$ cat src/rtl/serial_adder.sv
// Digit-serial adder: DIGIT bits per cycle over WIDTH/DIGIT RUN cycles, result published on entry to DONE.
// Optional macro SERIAL_ADDER_SUB_EN adds a `sub` input for a-b computed as a+~b+1.
module serial_adder #(
    parameter int WIDTH = 8,
    parameter int DIGIT = 1
) (
    input  logic             clk,
    input  logic             rst_n,
    input  logic             start,
    input  logic [WIDTH-1:0] a,
    input  logic [WIDTH-1:0] b,
    input  logic             cin,
`ifdef SERIAL_ADDER_SUB_EN
    input  logic             sub,
`endif
    output logic             busy,
    output logic             done,
    output logic [WIDTH-1:0] sum,
    output logic             cout,
    output logic             ovf
);

    localparam int NDIG = WIDTH / DIGIT;
    localparam int CW   = (NDIG > 1) ? $clog2(NDIG) : 1;

    localparam logic [1:0] S_IDLE = 2'd0;
    localparam logic [1:0] S_RUN  = 2'd1;
    localparam logic [1:0] S_DONE = 2'd2;

    logic [1:0]       state_reg;
    logic [CW-1:0]    cnt_reg;
    logic [WIDTH-1:0] a_reg;
    logic [WIDTH-1:0] b_reg;
    logic             carry_reg;
    logic [WIDTH-1:0] res_reg;
    logic [WIDTH-1:0] sum_reg;
    logic             cout_reg;
    logic             ovf_reg;

    logic [WIDTH-1:0] b_in;
    logic             c_in;

`ifdef SERIAL_ADDER_SUB_EN
    assign b_in = sub ? ~b : b;
    assign c_in = sub ? 1'b1 : cin;
`else
    assign b_in = b;
    assign c_in = cin;
`endif

    // Ripple chain across one digit; chain[DIGIT-1] is the carry into the current top bit.
    logic [DIGIT:0]   chain;
    logic [DIGIT-1:0] digit_sum;

    assign chain[0] = carry_reg;

    generate
        for (genvar gi = 0; gi < DIGIT; gi++) begin : g_digit
            assign digit_sum[gi] = a_reg[gi] ^ b_reg[gi] ^ chain[gi];
            assign chain[gi+1]   = (a_reg[gi] & b_reg[gi]) | (chain[gi] & (a_reg[gi] ^ b_reg[gi]));
        end
    endgenerate

    // New digit enters at the top; after NDIG shifts digit 0 sits at the LSB.
    logic [WIDTH-1:0] res_shift;

    generate
        if (DIGIT == WIDTH) begin : g_single
            assign res_shift = digit_sum;
        end else begin : g_multi
            assign res_shift = {digit_sum, res_reg[WIDTH-1:DIGIT]};
        end
    endgenerate

    logic last_digit;
    assign last_digit = (cnt_reg == CW'(NDIG - 1));

    always_ff @(posedge clk or negedge rst_n) begin
        if (!rst_n) begin
            state_reg <= S_IDLE;
            cnt_reg   <= '0;
            a_reg     <= '0;
            b_reg     <= '0;
            carry_reg <= 1'b0;
            res_reg   <= '0;
            sum_reg   <= '0;
            cout_reg  <= 1'b0;
            ovf_reg   <= 1'b0;
        end else begin
            case (state_reg)
                S_IDLE: begin
                    if (start) begin
                        a_reg     <= a;
                        b_reg     <= b_in;
                        carry_reg <= c_in;
                        cnt_reg   <= '0;
                        state_reg <= S_RUN;
                    end
                end
                S_RUN: begin
                    a_reg     <= a_reg >> DIGIT;
                    b_reg     <= b_reg >> DIGIT;
                    carry_reg <= chain[DIGIT];
                    res_reg   <= res_shift;
                    if (last_digit) begin
                        sum_reg   <= res_shift;
                        cout_reg  <= chain[DIGIT];
                        ovf_reg   <= chain[DIGIT] ^ chain[DIGIT-1];
                        cnt_reg   <= '0;
                        state_reg <= S_DONE;
                    end else begin
                        cnt_reg <= cnt_reg + 1'b1;
                    end
                end
                S_DONE: begin
                    state_reg <= S_IDLE;
                end
                default: begin
                    state_reg <= S_IDLE;
                end
            endcase
        end
    end

    assign busy = (state_reg != S_IDLE);
    assign done = (state_reg == S_DONE);
    assign sum  = sum_reg;
    assign cout = cout_reg;
    assign ovf  = ovf_reg;

endmodule
$ cat config.mk
export PLATFORM = sky130hd
export DESIGN_NAME = serial_adder
export DESIGN_NICKNAME = d
export VERILOG_FILES = /design/src/rtl/serial_adder.sv
export SDC_FILE = /design/constraint.sdc
export NUM_CORES = 1
export LEC_CHECK = 0
export CORE_MARGIN = 3
export CORE_UTILIZATION = 36
export CTS_CLUSTER_DIAMETER = 50
export DETAILED_ROUTE_END_ITERATION = 7
export PLACE_DENSITY = 0.58
export SYNTH_ARGS = -nofsm -noshare
export SYNTH_HDL_FRONTEND = slang
export SYNTH_SLANG_ARGS = --single-unit
$ cat constraint.sdc
create_clock -name clk -period 2.2 [get_ports clk]
set_clock_uncertainty 0.2 [all_clocks]
set_input_delay 0.22 -clock clk [delete_from_list [all_inputs] [get_ports clk]]
set_output_delay 0.22 -clock clk [all_outputs]
set_load 0.05 [all_outputs]
Yosys cells after proc, flatten, opt, wreduce, memory -nomap -nowiden
Index checks and enable logic that the tools add are counted.
{"block": "op_classes", "reduce_logical": 6, "n_eq_ne": 5, "n_addsub": 1, "muxes": 12, "bitwise": 6}
{"op": "case mux 8 bit (2 select lines)", "count": 2}
{"op": "2-to-1 mux 8 bit", "count": 2}
{"op": "2-to-1 mux 3 bit", "count": 2}
{"op": "case mux 3 bit (2 select lines)", "count": 1}
{"op": "AND reduction 2 bit", "count": 3}
{"op": "2-to-1 mux 2 bit", "count": 2}
{"op": "inequality test 2 bit (second input constant)", "count": 2}
{"op": "case mux 2 bit (2 select lines)", "count": 1}
{"op": "nonzero test 2 bit", "count": 2}
{"op": "adder 3 x 1 -> 3 bit (second input constant)", "count": 1}
{"op": "== test 3 bit (second input constant)", "count": 1}
{"op": "bitwise XOR 1 bit", "count": 3}
{"op": "bitwise AND 1 bit", "count": 2}
{"op": "== test 2 x 1 -> 1 bit (second input constant)", "count": 1}
{"op": "== test 2 bit (second input constant)", "count": 1}
{"op": "zero test 2 bit", "count": 1}
{"op": "case mux 1 bit (2 select lines)", "count": 1}
{"op": "2-to-1 mux 1 bit", "count": 1}
{"op": "bitwise OR 1 bit", "count": 1}
{"block": "word_totals", "out_inout_bits": 12, "input_bits": 20, "ff_bits": 40, "elab_cells": 39}

Longest topological paths before layout
{"block": "depth", "depth_word": 4, "mapped_depth": 6, "ltp_nobuf": 5}

Least setup slack after synthesis
OpenSTA, ideal clock, no wires.
{"block": "synth_timing", "path_kind": "register to output", "start": "register state_reg[1]", "end": "output port done", "path_buffers": 2, "slack_ps": 291, "path_stages_with_launch": 5, "required_ps": 1780, "arrival_ps": 1489, "path_cell_list": "dfrtp_1 clkbuf_2 clkinv_1 buf_2 nor2_1"}
{"block": "synth_between", "elab_chain_cells": 1}
{"item": "start, declared", "line": "30", "source": "logic [1:0] state_reg;"}
{"item": "start signal, assigned", "line": "80", "source": "state_reg <= S_IDLE;"}
{"item": "start signal, assigned", "line": "97", "source": "state_reg <= S_RUN;"}
{"item": "start signal, assigned", "line": "110", "source": "state_reg <= S_DONE;"}
{"item": "== test 2 bit", "line": "126", "source": "assign done = (state_reg == S_DONE);"}
{"item": "end, declared", "line": "17", "source": "output logic done,"}
Every way passes these cells.

Worst setup path in the final report
{"block": "layout_timing", "start": "register sum_reg[6] (netlist: sum[6])", "end": "output port sum[6]"}
{"item": "start, declared", "line": "36", "source": "logic [WIDTH-1:0] sum_reg;"}
{"item": "start signal, assigned", "line": "106", "source": "sum_reg <= res_shift;"}
{"item": "end, declared", "line": "18", "source": "output logic [WIDTH-1:0] sum,"}
No word-level cell between the ends.

==> insert_results.sql <==
INSERT INTO impl_metrics (metric_group, metric, value, unit) VALUES
('status', 'run_status', 'completed', ''),
('cells_and_area', 'final_nets', '219', ''),
('critical_path', 'required_time_of_the_critical_path', '1.78', 'ns'),
('power_and_ir_drop', 'worst_ir_drop_vdd', '0.519', 'mV'),
('drt', 'ant_nets', '0', ''),
('drt', 'dr_total_vias', '1343', ''),
('cells_and_area', 'final.fill_count', '399', ''),
('placed_design', 'detailedPlacementHpwl', '2510', 'um'),
('floorplan', 'area_enclosed_by_the_die_boundary', '5750', 'um2'),
('clock_network', 'cts_hold_buffers', '1', ''),
('global_routing', 'antenna_found_initial', '0', ''),
('timing', 'fin_crit_sh', '0.854', ''),
('floorplan', 'core_region_area', '4530', 'um2'),
('timing', 'number_of_pins_with_negative_max_slew_slack_in_the_final_report', '0', ''),
('drt', 'drt_wl_total', '3650', 'um'),
('cells_and_area', 'final_design_area_no_fill', '2260', 'um2'),
('clock_network', 'htree_num_levels', '2', ''),
('timing', 'grt_setup_unrepaired', 'false', ''),
('cells_and_area', 'antennaDiodeCount', '0', ''),
('timing', 'setup_viol', '0', ''),
('placed_design', 'port_buffers', '31', ''),
('cells_and_area', 'drive_above_1_share', '0.137', ''),
('floorplan', 'chipHeight', '75.9', 'um'),
('cells_and_area', 'most_common_cell_after_layout_fill_and_taps_aside', 'dfrtp_1', ''),
('power_and_ir_drop', 'power_leakage', '0.977', 'nW'),
('timing', 'setup_slack', '0.322', 'ns'),
('critical_path', 'start_kind', 'flop', ''),
('drt', 'detailedRoute.firstPassIterationCount', '5', ''),
('critical_path', 'worst_path_largest_cell_delay', '0.81', 'ns'),
('logic_synthesis', 'postSynthRegisterBits', '39', ''),
('timing', 'finalCriticalPeriod', '1.88', 'ns'),
('logic_synthesis', 'netlist_area_pre_place', '1760', 'um2'),
('clock_network', 'later_pin_clock_latency_in_the_skew_report', '0.29', 'ns'),
('cells_and_area', 'area.growth.synth_to_final', '28.6', '%'),
('floorplan', 'num_rows', '24', ''),
('clock_network', 'clk_pin_slew_worst_paths', '0.08', 'ns'),
('logic_synthesis', 'synthesis.instances', '165', ''),
('logic_synthesis', 'sequential_fraction_of_the_synthesis_area', '0.556', ''),
('timing', 'max_slew.worst_pin.slew', '0.874', 'ns'),
('global_routing', 'wire_length_of_the_first_global_routing_pass', '5970', 'um'),
('critical_path', 'cp.buffers_inverters', '1', ''),
('drt', 'routedWlPerCell', '13.9', 'um'),
('critical_path', 'cpLargestDelayFamily', 'buffers and inverters', ''),
('timing', 'maxClockFrequency', '532', 'MHz'),
('clock_network', 'clock_sinks', '39', ''),
('power_and_ir_drop', 'pwr_density_cell', '1530', 'nW/um2'),
('timing', 'slew_headroom', '0.418', ''),
('job', 'max_capacitance_violation_count', '0', ''),
('critical_path', 'timing.critical_path.cells', 'clkdlybuf4s50_1', ''),
('timing', 'hold-worst-slack', '0.285', 'ns'),
('timing', 'fin_tns_setup', '0', 'ns'),
('global_routing', 'vias_in_the_first_global_route', '1220', ''),
('hold_path', 'min_path_type', 'primary input to flop', ''),
('critical_path', 'arrival', '1.46', 'ns'),
('floorplan', 'dieWidth', '75.9', 'um'),
('critical_path', 'cp_max_fo', '2', ''),
('floorplan', 'floorplan.initialDensity', '0.387', ''),
('placed_design', 'dp_slack', '0.479', 'ns'),
('logic_synthesis', 'yosys_warnings', '0', ''),
('placed_design', 'gp_congestion', '0.797', ''),
('cells_and_area', 'most-common-layout-cells', 'dfrtp_1, clkdlybuf4s50_1, nor3_1, nand2_1, o22ai_1', ''),
('placed_design', 'dpl-instance-area', '2120', 'um2'),
('critical_path', 'crit_path_top_delay_cell', 'clkdlybuf4s50_1', ''),
('clock_network', 'cts.root.buffer_cell', 'clkbuf_8', ''),
('cells_and_area', 'fin_util', '0.498', ''),
('clock_network', 'postCtsResizedCells', '0', ''),
('drt', 'dr.first_iter.drc_count', '95', ''),
('logic_synthesis', 'synth.distinct_cells', '26', ''),
('floorplan', 'top_level_ports', '32', ''),
('cells_and_area', 'area.sequential', '976', 'um2'),
('critical_path', 'cp-end-kind', 'output pin', '');
[stage by stage]
step / power (mW) / std cells
5_1_grt: 3.67 / 262
3_3_place_gp: 2.72 / 253
6_report: 3.44 / 262
4_1_cts: 3.48 / 262
3_5_place_dp: 2.77 / 253
2_1_floorplan: 2.33 / 165
[worst paths after layout]
check / end / depth (start not counted) / slack [ns] / from
max: sum[6] / 1 / 0.32 / sum[6]$_DFFE_PN0P_
min: a_reg[7]$_DFFE_PN0P_ / 3 / 0.28 / a[7]
max reg2reg: sum[2]$_DFFE_PN0P_ / 4 / 0.51 / cnt_reg[0]$_DFFE_PN0P_
min reg2reg: res_reg[1]$_DFFE_PN0N_ / 2 / 0.29 / res_reg[1]$_DFFE_PN0N_
max in group asynchronous: sum[0]$_DFFE_PN0P_ / 2 / 0.87 / rst_n
min in group asynchronous: a_reg[4]$_DFFE_PN0P_ / 2 / 0.38 / rst_n
[routing by layer]
layer | vias to the layer above | GRT usage | share of wire
li1 | 649 | - | -
met1 | 660 | 0.195 | 0.47
met2 | 28 | 0.204 | 0.47
met3 | 6 | 0.0435 | 0.048
met4 | 0 | 0.0641 | 0.017
met5 | - | 0 | 0
[cell usage after synthesis]
cell type | n | area [um2]
dfrtp_1 | 39 | 976
inv_1 | 2 | 7.51
mux2i_1 | 1 | 10.0
xnor2_1 | 1 | 8.76
buf_2 | 4 | 20.0
nand2b_4 | 1 | 13.8
nor3_1 | 25 | 125
clkbuf_2 | 1 | 5.00
nor2b_1 | 2 | 12.5
o21ai_0 | 5 | 25.0
nand2_1 | 25 | 93.8
a22o_1 | 2 | 17.5
fa_1 | 1 | 20.0
o32ai_1 | 7 | 61.3
clkbuf_1 | 1 | 3.75
nor2_1 | 10 | 37.5
o22ai_1 | 15 | 93.8
ha_1 | 2 | 25.0
or2_2 | 2 | 12.5
nand3b_4 | 1 | 20.0
mux2_2 | 9 | 101
nand2b_1 | 1 | 6.26
buf_4 | 5 | 37.5
buf_6 | 1 | 11.3
a21o_1 | 1 | 7.51
clkinv_1 | 1 | 3.75
[cells by family after synthesis]
group,Yosys count,share of synthesized area
AND/OR/NAND/NOR,67,0.183
flip-flops,39,0.556
AO/OA/AOI/OAI,30,0.117
buffers and inverters,15,0.0506
multiplexers,10,0.0634
adder cells (fa/ha/maj),3,0.0256
XOR/XNOR,1,0.00499
[final cells by class]
class	count	share of cell area
Tap cell	65	0.0360
Timing Repair Buffer	36	0.162
Inverter	3	0.00499
Sequential cell	39	0.432
Multi-Input combinational cell	111	0.306
Clock inverter	2	0.0266
Clock buffer	6	0.0321
[where the power goes]
group | leakage (nW) | switching, mW | internal, mW
clock network | 0.0654 | 0.250 | 0.453
logic | 0.437 | 0.836 | 0.604
registers | 0.475 | 0.252 | 1.05
total | 0.977 | 1.34 | 2.11
(Power assumes the default switching activity.)
